### config.mk
export PLATFORM = sky130hd
export DESIGN_NAME = param_cpu_core
export DESIGN_NICKNAME = d
export VERILOG_FILES = /design/src/rtl/param_cpu_core.sv
export SDC_FILE = /design/constraint.sdc
export NUM_CORES = 1
export LEC_CHECK = 0
export BUFFER_PORTS_ARGS = -buffer_cell sky130_fd_sc_hd__clkbuf_2
export CORE_MARGIN = 2
export CORE_UTILIZATION = 67
export DETAILED_ROUTE_END_ITERATION = 10
export PLACE_DENSITY = 0.87
export SETUP_SLACK_MARGIN = 0.02
export SLEW_MARGIN = 20
export SYNTH_ARGS = -nofsm -noshare
export SYNTH_HDL_FRONTEND = slang
export SYNTH_SLANG_ARGS = --single-unit
### constraint.sdc
create_clock -name clk -period 7.5 [get_ports clk]
set_input_delay 0.75 -clock clk [delete_from_list [all_inputs] [get_ports clk]]
set_output_delay 0.75 -clock clk [all_outputs]
set_load 0.02 [all_outputs]
### src/rtl/param_cpu_core.sv
// param_cpu_core: a small parameterised accumulator-style CPU core.
// The core fetches one instruction over a request/acknowledge port, runs it
// for one cycle and then fetches the next one. HALT stops the core until reset.
// An instruction is {opcode[3:0], rd[RB-1:0], field[DW-1:0]}. Its source
// register is field[RB-1:0] and its immediate is field.
// Optional feature: define CPU_CARRY_EN to add the carry flag, ADC (12) and
// JC (13). When CPU_CARRY_EN is not defined, opcodes 12-14 execute as NOP.
// Parameter constraints: DW >= 4, AW <= DW.

module param_cpu_core #(
  parameter int DW = 8,
  parameter int AW = 8,
  parameter int RB = 4,
  localparam int IW = 4 + RB + DW
) (
  input  logic          clk,
  input  logic          reset,
  output logic          imem_req,
  output logic [AW-1:0] imem_addr,
  input  logic          imem_ack,
  input  logic [IW-1:0] imem_rdata,
  output logic [IW-1:0] ir,
  output logic [AW-1:0] pc,
  output logic          wb_valid,
  output logic [RB-1:0] wb_addr,
  output logic [DW-1:0] wb_data,
  output logic          halted
);

  localparam int NREG = 1 << RB;

  localparam logic [3:0] OP_NOP  = 4'd0;
  localparam logic [3:0] OP_LDI  = 4'd1;
  localparam logic [3:0] OP_ADD  = 4'd2;
  localparam logic [3:0] OP_SUB  = 4'd3;
  localparam logic [3:0] OP_AND  = 4'd4;
  localparam logic [3:0] OP_OR   = 4'd5;
  localparam logic [3:0] OP_XOR  = 4'd6;
  localparam logic [3:0] OP_MOV  = 4'd7;
  localparam logic [3:0] OP_JMP  = 4'd8;
  localparam logic [3:0] OP_JZ   = 4'd9;
  localparam logic [3:0] OP_SHL  = 4'd10;
  localparam logic [3:0] OP_SHR  = 4'd11;
  localparam logic [3:0] OP_HALT = 4'd15;
`ifdef CPU_CARRY_EN
  localparam logic [3:0] OP_ADC  = 4'd12;
  localparam logic [3:0] OP_JC   = 4'd13;
`endif

  localparam logic [AW-1:0] PC_ONE = {{(AW-1){1'b0}}, 1'b1};

  typedef enum logic [1:0] {
    ST_FETCH = 2'd0,
    ST_EXEC  = 2'd1,
    ST_HALT  = 2'd2
  } state_t;

  // Architectural and output state
  state_t        state_r;
  logic          req_r;
  logic [AW-1:0] pc_r;
  logic [IW-1:0] ir_r;
  logic          wb_valid_r;
  logic [RB-1:0] wb_addr_r;
  logic [DW-1:0] wb_data_r;
  logic          halted_r;
  logic [DW-1:0] regs_r [NREG];

  // Decoded fields of the instruction being executed
  logic [3:0]    opcode_s;
  logic [RB-1:0] rd_s;
  logic [DW-1:0] field_s;
  logic [RB-1:0] rs_s;
  logic [AW-1:0] target_s;
  logic [DW-1:0] rd_val_s;
  logic [DW-1:0] rs_val_s;
  logic [AW-1:0] pc_inc_s;

  // Results of the execute stage
  logic [DW-1:0] result_s;
  logic          wr_en_s;
  logic [AW-1:0] pc_next_s;
  logic          halt_s;

  assign opcode_s = ir_r[IW-1 -: 4];
  assign rd_s     = ir_r[DW +: RB];
  assign field_s  = ir_r[DW-1:0];
  assign rs_s     = field_s[RB-1:0];
  assign target_s = field_s[AW-1:0];
  // Both operands come from the register file as it stands during EXEC.
  // This means rd == rs sees the old value.
  assign rd_val_s = regs_r[rd_s];
  assign rs_val_s = regs_r[rs_s];
  assign pc_inc_s = pc_r + PC_ONE;

`ifdef CPU_CARRY_EN
  logic          carry_r;
  logic          carry_next_s;
  logic [DW:0]   add_ext_s;
  logic [DW:0]   sub_ext_s;
  logic [DW:0]   adc_ext_s;

  // The widened sums expose the carry-out. In sub_ext_s the top bit is the borrow.
  assign add_ext_s = {1'b0, rd_val_s} + {1'b0, rs_val_s};
  assign sub_ext_s = {1'b0, rd_val_s} - {1'b0, rs_val_s};
  assign adc_ext_s = add_ext_s + {{DW{1'b0}}, carry_r};
`endif

  // Decode and execute the current instruction: result, write enable, next pc
  always_comb begin
    result_s  = rd_val_s;
    wr_en_s   = 1'b0;
    pc_next_s = pc_inc_s;
    halt_s    = 1'b0;
`ifdef CPU_CARRY_EN
    carry_next_s = carry_r;
`endif
    case (opcode_s)
      OP_NOP: begin
        wr_en_s = 1'b0;
      end
      OP_LDI: begin
        result_s = field_s;
        wr_en_s  = 1'b1;
      end
      OP_ADD: begin
`ifdef CPU_CARRY_EN
        result_s     = add_ext_s[DW-1:0];
        carry_next_s = add_ext_s[DW];
`else
        result_s = rd_val_s + rs_val_s;
`endif
        wr_en_s = 1'b1;
      end
      OP_SUB: begin
`ifdef CPU_CARRY_EN
        result_s     = sub_ext_s[DW-1:0];
        carry_next_s = sub_ext_s[DW];
`else
        result_s = rd_val_s - rs_val_s;
`endif
        wr_en_s = 1'b1;
      end
      OP_AND: begin
        result_s = rd_val_s & rs_val_s;
        wr_en_s  = 1'b1;
      end
      OP_OR: begin
        result_s = rd_val_s | rs_val_s;
        wr_en_s  = 1'b1;
      end
      OP_XOR: begin
        result_s = rd_val_s ^ rs_val_s;
        wr_en_s  = 1'b1;
      end
      OP_MOV: begin
        result_s = rs_val_s;
        wr_en_s  = 1'b1;
      end
      OP_JMP: begin
        pc_next_s = target_s;
      end
      OP_JZ: begin
        if (rd_val_s == {DW{1'b0}}) begin
          pc_next_s = target_s;
        end else begin
          pc_next_s = pc_inc_s;
        end
      end
      OP_SHL: begin
        result_s = {rd_val_s[DW-2:0], 1'b0};
`ifdef CPU_CARRY_EN
        carry_next_s = rd_val_s[DW-1];
`endif
        wr_en_s = 1'b1;
      end
      OP_SHR: begin
        result_s = {1'b0, rd_val_s[DW-1:1]};
        wr_en_s  = 1'b1;
      end
`ifdef CPU_CARRY_EN
      OP_ADC: begin
        result_s     = adc_ext_s[DW-1:0];
        carry_next_s = adc_ext_s[DW];
        wr_en_s      = 1'b1;
      end
      OP_JC: begin
        if (carry_r) begin
          pc_next_s = target_s;
        end else begin
          pc_next_s = pc_inc_s;
        end
      end
`endif
      OP_HALT: begin
        pc_next_s = pc_r;
        halt_s    = 1'b1;
      end
      default: begin
        // Unused opcodes behave as NOP: no register write, pc advances.
        wr_en_s = 1'b0;
      end
    endcase
  end

  // Control FSM with the register file, pc, ir and write-back outputs
  always_ff @(posedge clk or posedge reset) begin
    if (reset) begin
      state_r    <= ST_FETCH;
      req_r      <= 1'b0;
      pc_r       <= {AW{1'b0}};
      ir_r       <= {IW{1'b0}};
      wb_valid_r <= 1'b0;
      wb_addr_r  <= {RB{1'b0}};
      wb_data_r  <= {DW{1'b0}};
      halted_r   <= 1'b0;
      for (int i = 0; i < NREG; i++) begin
        regs_r[i] <= {DW{1'b0}};
      end
    end else begin
      case (state_r)
        ST_FETCH: begin
          wb_valid_r <= 1'b0;
          // The acknowledge is sampled only while a request is actually raised.
          // This drops any stale acknowledge left over from before a reset.
          if (req_r && imem_ack) begin
            ir_r    <= imem_rdata;
            req_r   <= 1'b0;
            state_r <= ST_EXEC;
          end else begin
            req_r <= 1'b1;
          end
        end
        ST_EXEC: begin
          pc_r       <= pc_next_s;
          wb_valid_r <= wr_en_s;
          if (wr_en_s) begin
            regs_r[rd_s] <= result_s;
            wb_addr_r    <= rd_s;
            wb_data_r    <= result_s;
          end
          if (halt_s) begin
            halted_r <= 1'b1;
            req_r    <= 1'b0;
            state_r  <= ST_HALT;
          end else begin
            req_r   <= 1'b1;
            state_r <= ST_FETCH;
          end
        end
        ST_HALT: begin
          wb_valid_r <= 1'b0;
          req_r      <= 1'b0;
        end
        default: begin
          state_r <= ST_FETCH;
          req_r   <= 1'b0;
        end
      endcase
    end
  end

`ifdef CPU_CARRY_EN
  // Carry flag, updated only when an arithmetic instruction retires
  always_ff @(posedge clk or posedge reset) begin
    if (reset) begin
      carry_r <= 1'b0;
    end else if (state_r == ST_EXEC) begin
      carry_r <= carry_next_s;
    end else begin
      carry_r <= carry_r;
    end
  end
`endif

  assign imem_req  = req_r;
  assign imem_addr = pc_r;
  assign ir        = ir_r;
  assign pc        = pc_r;
  assign wb_valid  = wb_valid_r;
  assign wb_addr   = wb_addr_r;
  assign wb_data   = wb_data_r;
  assign halted    = halted_r;

endmodule

# [After elaboration in Yosys (flattened, before gate mapping)]
# Index checks and enable logic that the tools add are counted.
[totals] output_inout_bits=47 inputBits=19 word_cells=85 regBits=169
[op_classes] addsub=3 n_lt_le_gt_ge=3 eq_ne=15 n_bitwise=7 reduce_logical=12 n_mux=21
[op_table] op="bitwise mux 128 bit" n=1
[op_table] op="one-hot mux 8 bit (9 select lines)" n=1
[op_table] op="binary-select mux 8 bit (select 4 bit)" n=2
[op_table] op="two-way mux 8 bit" n=6
[op_table] op="demux 8 bit (select 4 bit)" n=1
[op_table] op="one-hot mux 8 bit (3 select lines)" n=1
[op_table] op="== test 4 bit (second input constant)" n=5
[op_table] op="== test 4 x 3 -> 1 bit (second input constant)" n=4
[op_table] op=">= comparator 5 bit (second input constant)" n=2
[op_table] op="inverter 4 -> 5 bit" n=2
[op_table] op="AND reduction 2 bit" n=5
[op_table] op="OR reduction 9 bit" n=1
[op_table] op="adder 8 x 1 -> 8 bit (second input constant)" n=1
[op_table] op="adder 8 bit" n=1
[op_table] op="AND 8 bit" n=1
[op_table] op="== test 4 x 2 -> 1 bit (second input constant)" n=2
[op_table] op="zero test 8 bit" n=1
[op_table] op="OR 8 bit" n=1
[op_table] op="subtractor 8 bit" n=1
[op_table] op="bitwise XOR 8 bit" n=1
[op_table] op="one-hot mux 2 bit (3 select lines)" n=1
[op_table] op="< comparator 5 x 1 -> 1 bit (second input constant)" n=1
[op_table] op="== test 4 x 1 -> 1 bit (second input constant)" n=1
[op_table] op="two-way mux 1 bit" n=4
[op_table] op="other kinds (10)" n=14

# [Longest topological paths before layout]
# Gate-level depths: netlist (run 1).
[depth] ltp_word=7 mapped_depth=21 mapped_depth_nobuf=16

# [Least setup slack after synthesis (run 1)]
# Ideal clock, no wire load.
[synth_timing] path_kind="register -> register" start="reg ir_r[0] (netlist: ir[0])" end="reg regs_r[23] (netlist bit)" arrival_time_ns=4.499 setup_ns=0.131 slack_ns=2.870 path_stages_with_launch=20 synth_period_minus_slack_ns=4.630 path_buffers=4 required_ns=7.369 cell_sequence="dfrtp_1 buf_6 buf_8 buf_6 mux2i_1 a221o_1 a2bb2oi_1 or2_2 ha_1 nand2_1 o21a_1 ha_1 nor2b_1 o21a_1 o31a_1 o41ai_1 xnor3_2 buf_6 a32o_1 or3_1"
[synth_via] elab_chain_cells=7 elab_cells_between_ends=11 cone_classes="add/sub: 2; mux: 5; bitwise: 4"
[synth_lines] item="start, declared" line_no="62" source="logic [IW-1:0] ir_r;"
[synth_lines] item="start signal, assigned" line_no="212" source="ir_r <= {IW{1'b0}};"
[synth_lines] item="start signal, assigned" line_no="227" source="ir_r <= imem_rdata;"
[synth_lines] item="inverter 4 -> 5 bit (not written as such) *" line_no="93" source="assign rs_val_s = regs_r[rs_s];"
[synth_lines] item="binary-select mux 8 bit (select 4 bit) *" line_no="93"
[synth_lines] item="two-way mux 8 bit (not written as such) * (2 in series)" line_no="93"
[synth_lines] item="subtractor 8 bit (tied with other cells)" line_no="140" source="result_s = rd_val_s - rs_val_s;"
[synth_lines] item="one-hot mux 8 bit (9 select lines) *" line_no="118" source="case (opcode_s)"
[synth_lines] item="bitwise mux 128 bit *" line_no="238" source="regs_r[rd_s] <= result_s;"
[synth_lines] item="end signal, assigned by index" line_no="218" source="regs_r[i] <= {DW{1'b0}};"
[synth_lines] item="end signal, assigned by index" line_no="238"
[synth_lines] item="end, declared" line_no="67" source="logic [DW-1:0] regs_r [NREG];"
# Mark *: on every way between the ends. The rest lies on a longest branch, timed or not. The select of a mux whose other input is x is not followed.
# A chain may end at the register's enable or synchronous reset.

# [Worst setup path in the final report (run 1)]
[layout_timing] start="reg ir_r[2] (netlist: ir[2])" end="reg regs_r[63] (netlist bit)"
# Same word-level chain as after synthesis.

==> results of run 1 <==
## kinds of logic after synthesis
kind of cell | count (synthesis) | share of synthesized area, %
adder cells (fa/ha/maj) | 26 | 3.15
multiplexers | 168 | 23.8
flip-flops | 169 | 40.0
buffers and inverters | 126 | 5.63
AO/OA/AOI/OAI | 205 | 14.1
AND/OR/NAND/NOR | 273 | 12.5
XOR/XNOR | 7 | 0.722
## area by class of cell
class,instances,area [sq um]
multi-input combinational,679,5750
sequential,169,4230
fill,1043,3930
clock buffer,23,468
timing repair buffer,80,438
tap,211,264
clock inverter,9,116
inverter,27,109
## flip-flops by register name, indices dropped and copies added, names as in the netlist
register,cells
halted,1
imem_addr,8
wb_data,8
wb_addr,4
imem_req,1
ir,16
wb_valid,1
regs_r,128
state_r,2
## metrics by stage
step           util (%)  hold slack (ps)
6_report           74.3              442
3_5_place_dp       70.4              471
5_1_grt            74.3              500
3_3_place_gp       70.4              460
2_1_floorplan         -              460
4_1_cts            74.2              488
## routing by layer
layer	GRT usage (%)	routed length, um
met1	48.1	11000
met2	57.2	13500
met3	10.7	3430
met4	21.9	1770
met5	0	0
## worst max-delay path: stages (launching register included)
cell	delay, ps
dfrtp_1	560
buf_4	290
nor2b_1	670
a221oi_1	270
nor3_1	340
or2_2	240
ha_1	240
nand2_1	60
o21a_1	150
ha_1	230
nor2b_1	130
o21a_1	200
o31a_1	280
o41ai_1	340
xnor3_2	600
a32o_1	360
or3_1	310
## cell usage in the layout, fill, tap and decap left out, types with 8 or more instances in the layout
cell type | netlist | layout
dfrtp_1 | 169 | 167
nand2_1 | 100 | 100
mux2_2 | 76 | 76
clkbuf_2 | 0 | 65
o21ai_0 | 60 | 60
mux4_2 | 59 | 59
nor2_1 | 55 | 55
mux2i_1 | 33 | 33
inv_1 | 27 | 26
ha_1 | 25 | 25
a21oi_1 | 24 | 22
or3_1 | 21 | 21
o31ai_1 | 19 | 19
clkbuf_16 | 0 | 17
nand2b_1 | 16 | 16
nor4_1 | 15 | 15
buf_4 | 11 | 15
a32o_1 | 14 | 14
nor3_1 | 12 | 11
a221oi_1 | 11 | 11
nor2b_1 | 10 | 10
o21a_1 | 10 | 10
or2_2 | 10 | 10
and2_1 | 8 | 8
## path summary, 6_finish.rpt
| check | from | end | depth (start not counted) |
|---|---|---|---|
| worst max register to register | ir[2] | regs_r[63] | 16 |
| worst min-delay path | reset | regs_r[67] | 2 |
| min in group clk | halted | halted | 1 |
| max in group asynchronous | reset | ir[8] | 3 |
| worst min register to register | halted | halted | 1 |
| worst max-delay path | ir[2] | regs_r[63] | 16 |
==> impl_metrics.ini, run 1 <==
[outcome]
status = finished, final reports clean

[cells_and_area]
drive_above_1_share_pct = 27.4
stdcell_count = 1198
nNetsFinal = 1019
synthToLayoutAreaGrowth_pct = 7.72
stdcell_area_sq_um = 11400
diodes = 0

[floorplan]
die_area_sq_um = 16800
num_io_pins = 66
chipWidth_um = 130
rows = 45
start_util_pct = 69.0
core-area_sq_um = 15300
die_h_um = 130

[cts]
post_cts_resized = 0
cts-buffers-inserted = 17
clkSlewWorstSetupHoldPaths_ps = 70
post_cts_buffers = 0
ctsRootBufferMaster = clkbuf_16
cts_tree = yes
insertion_delay_ps = 450
cts_max_path_buffers = 2
hold_buffers = 0
cts_sinks = 169
htree_num_levels = 4

[yosys]
synth_commonest_cells = dfrtp_1, nand2_1, mux2_2, o21ai_0, mux4_2
syn_area_per_cell_sq_um = 10.8
synth-edff-count = 0
synth_ff_type = dfrtp_1
synth_seq_cells = 169
synth_warnings = 0
synthCells = 974
syn_nets = 1019
synth_most_common_cell = dfrtp_1
yosysTopAreaCell = dfrtp_1
async_flop_share_pct = 100
yosysSeqAreaShare_pct = 40.0
syn_area_sq_um = 10600
synth_cell_types = 69
ys_top_cells_by_area = dfrtp_1, mux4_2, mux2_2
synth_top_area_share_pct = 40.0

[min_path]
min_path_type = in -> async

[sta]
rsz0062_at_grt = no
setup_violations = 0
maxSlewHeadroom_pct = 24.4
hold_violations = 0
finalClockSkew_ps = 8.71
setup-tns-final_ps = 0
period_minus_slack_ps = 5420
fmax_mhz = 184
tightest_slew_ps = 1130
drv_slew = 0
period_share_pct = 72.3
layout_setup_ws_ps = 2080

[global_routing]
grt_pass1_vias = 8505
grt_pass1_wl_um = 47000
track_usage_pct = 37.5
antenna_found_initial = 0
grt_remaining_overflow = 0
grt_max_degree = 121

[worst_setup_path]
reg2reg_slack_ps = 2080
crit_fanout = 34
required_ps = 7820
arrival_ps = 5740
worstSetupPathType = reg -> reg
worstSetupEndpointType = flip-flop
critPathLaunchType = flip-flop

[drt]
routed_wl_um = 29700
drtIter0Drc = 1207
ant_nets = 0
vias = 8654
wl_per_cell_um = 24.8
drtPass1Iterations = 7
drc = 0
via_per_inst = 7.22

[placement]
place_hpwl_um = 18900
placedInstanceArea_sq_um = 10800
pre_cts_slack_ps = 2210
io_buffers = 65
place.gp.congestion = 0.981
dp.cells = 1166

[job]
cap_violations = 0
Power of run 1 is left out: the tool's default activity adds up to more than one toggle a clock period on the data nets, which glitch-free logic cannot reach.
==> run 2, diff against run 1 <==
Settings changed: CORE_UTILIZATION 67 to 56, PLACE_DENSITY 0.87 to 0.77.
Clock period 7.5 ns to 4.5 ns, I/O delays scaled along.
==> run 2 against run 1 <==
Compared with the run above:
- critical path depth rose by 1
- non-clock buffer count grew 50
- cell count grew 6.1%
- via count down 1.1%
- routed wire length up 2.8%
- core utilization decreased by 9.9 points
- flip-flop and latch count is the same
- clock skew increased by 4.4 ps
- setup slack got worse by 2000 ps
- highest routed layer unchanged
==> impl_metrics.ini, run 2 (same netlist as run 1, synthesis figures left out) <==
[outcome]
status = finished, final reports clean

[cts]
cts_max_path_buffers = 2
insertion_delay_ps = 440
hold_buffers = 0
cts_sinks = 169
clkSlewWorstSetupHoldPaths_ps = 70
cts_tree = yes
htree_num_levels = 4
cts-buffers-inserted = 17
ctsRootBufferMaster = clkbuf_16

[placement]
dp.cells = 1228
io_buffers = 65
place.gp.congestion = 0.948
placedInstanceArea_sq_um = 11200
place_hpwl_um = 19700

[global_routing]
track_usage_pct = 30.8
grt_remaining_overflow = 0
grt_max_degree = 170
grt_pass1_vias = 8249
grt_pass1_wl_um = 47100
antenna_found_initial = 0

[sta]
hold_violations = 0
tightest_slew_ps = 915
finalClockSkew_ps = 13.1
period_share_pct = 98.0
setup-tns-final_ps = 0
maxSlewHeadroom_pct = 39.0
rsz0062_at_grt = yes
drv_slew = 0
period_minus_slack_ps = 4410
setup_violations = 0
fmax_mhz = 227

[cells_and_area]
largest_reg_flops = 128
area.sequential_sq_um = 4240
final_common_cell = dfrtp_1
nNetsFinal = 1069
synthToLayoutAreaGrowth_pct = 13.3
stdcell_area_sq_um = 12000
regMostFlops = regs_r
stdcell_count = 1271
diodes = 0
multi_input_area_sq_um = 5840
post-route-util_pct = 64.4
drive_above_1_share_pct = 32.5
num-fill-cells = 1382
layout_common_cells = dfrtp_1, nand2_1, mux2_2

[min_path]
min_path_cells = 3
min_path_type = in -> reg

[drt]
drc = 0
drtPass1Iterations = 7
wl_met1_um = 12000
ant_nets = 0
wl_per_cell_um = 24.0
vias = 8559
via_per_inst = 6.73
routed_wl_um = 30500
dr_wl_met2_um = 14400
drtIter0Drc = 1004
route.met3.wl_um = 2840
dr.max_layer_used = met4

[floorplan]
start_util_pct = 56.9
rows = 50
die_area_sq_um = 20000
die_h_um = 141
num_io_pins = 66
chipWidth_um = 141
core-area_sq_um = 18600

[worst_setup_path]
crit_fanout = 8
r2r_cells = 17
worstSetupPathType = reg -> reg
arrival_ps = 4720
reg2reg_slack_ps = 90
critPathLaunchType = flip-flop
worstSetupEndpointType = flip-flop
required_ps = 4810

[job]
cap_violations = 0
[run 2: cell count changes in the layout (fill, tap and decap cells not counted), moves of 3 or more]
| cell | change |
|---|---|
| buf_4 | +41 |
| buf_12 | +5 |
| a221oi_1 | -3 |
| a221oi_2 | +3 |
| clkbuf_1 | -3 |
| clkinv_4 | +3 |
| inv_6 | +3 |
| nor2b_1 | -3 |
[run 2: timing repair]
item | CTS | global route
setup buffers | 0 | 9
endpoints found under the setup margin | 0 | 78
gates resized for setup | 0 | 20
[run 2: final timing paths]
check | start | endpoint
worst max-delay path | ir[0] | regs_r[95]
worst min-delay path | imem_rdata[12] | ir[12]
min in group asynchronous | reset | regs_r[114]
max in group asynchronous | reset | ir[8]
worst min register to register | wb_data[4] | wb_data[4]
worst max register to register | ir[0] | regs_r[95]
[run 2: layout make-up]
type                            count  area share [%]
Clock inverter                     13            1.13
Timing Repair Buffer              130            7.67
Tap cell                          234            2.45
Inverter                           27           0.878
Multi-Input combinational cell    679            48.8
Clock buffer                       19            3.70
Sequential cell                   169            35.4
[run 2: worst max-delay path, cell delays in order (launching register included)]
cell and delay [ps]:
dfrtp_4 500, buf_12 150, mux2i_1 110, a221o_1 390, a2bb2oi_2 180, or2_4 280
ha_4 270, nand2_2 40, o21a_1 130, ha_1 300, nor2b_4 130, o21a_1 190
o31a_1 280, o41ai_2 220, xnor3_2 370, clkbuf_16 200, a32o_1 230, or3_1 310
[run 2: metrics by stage]
step	hold WS (ps)	setup WS [ps]
2_1_floorplan	460	79.0
3_3_place_gp	458	166
3_5_place_dp	466	95.7
4_1_cts	219	38.5
5_1_grt	239	-124
6_report	224	90.4
[run 2: layer usage]
layer | GRT usage [%] | vias to the layer above
li1 | - | 3713
met1 | 40.7 | 4206
met2 | 49.7 | 530
met3 | 6.34 | 110
met4 | 13.4 | 0
met5 | 0 | -
Power of run 2 is left out for the same reason.
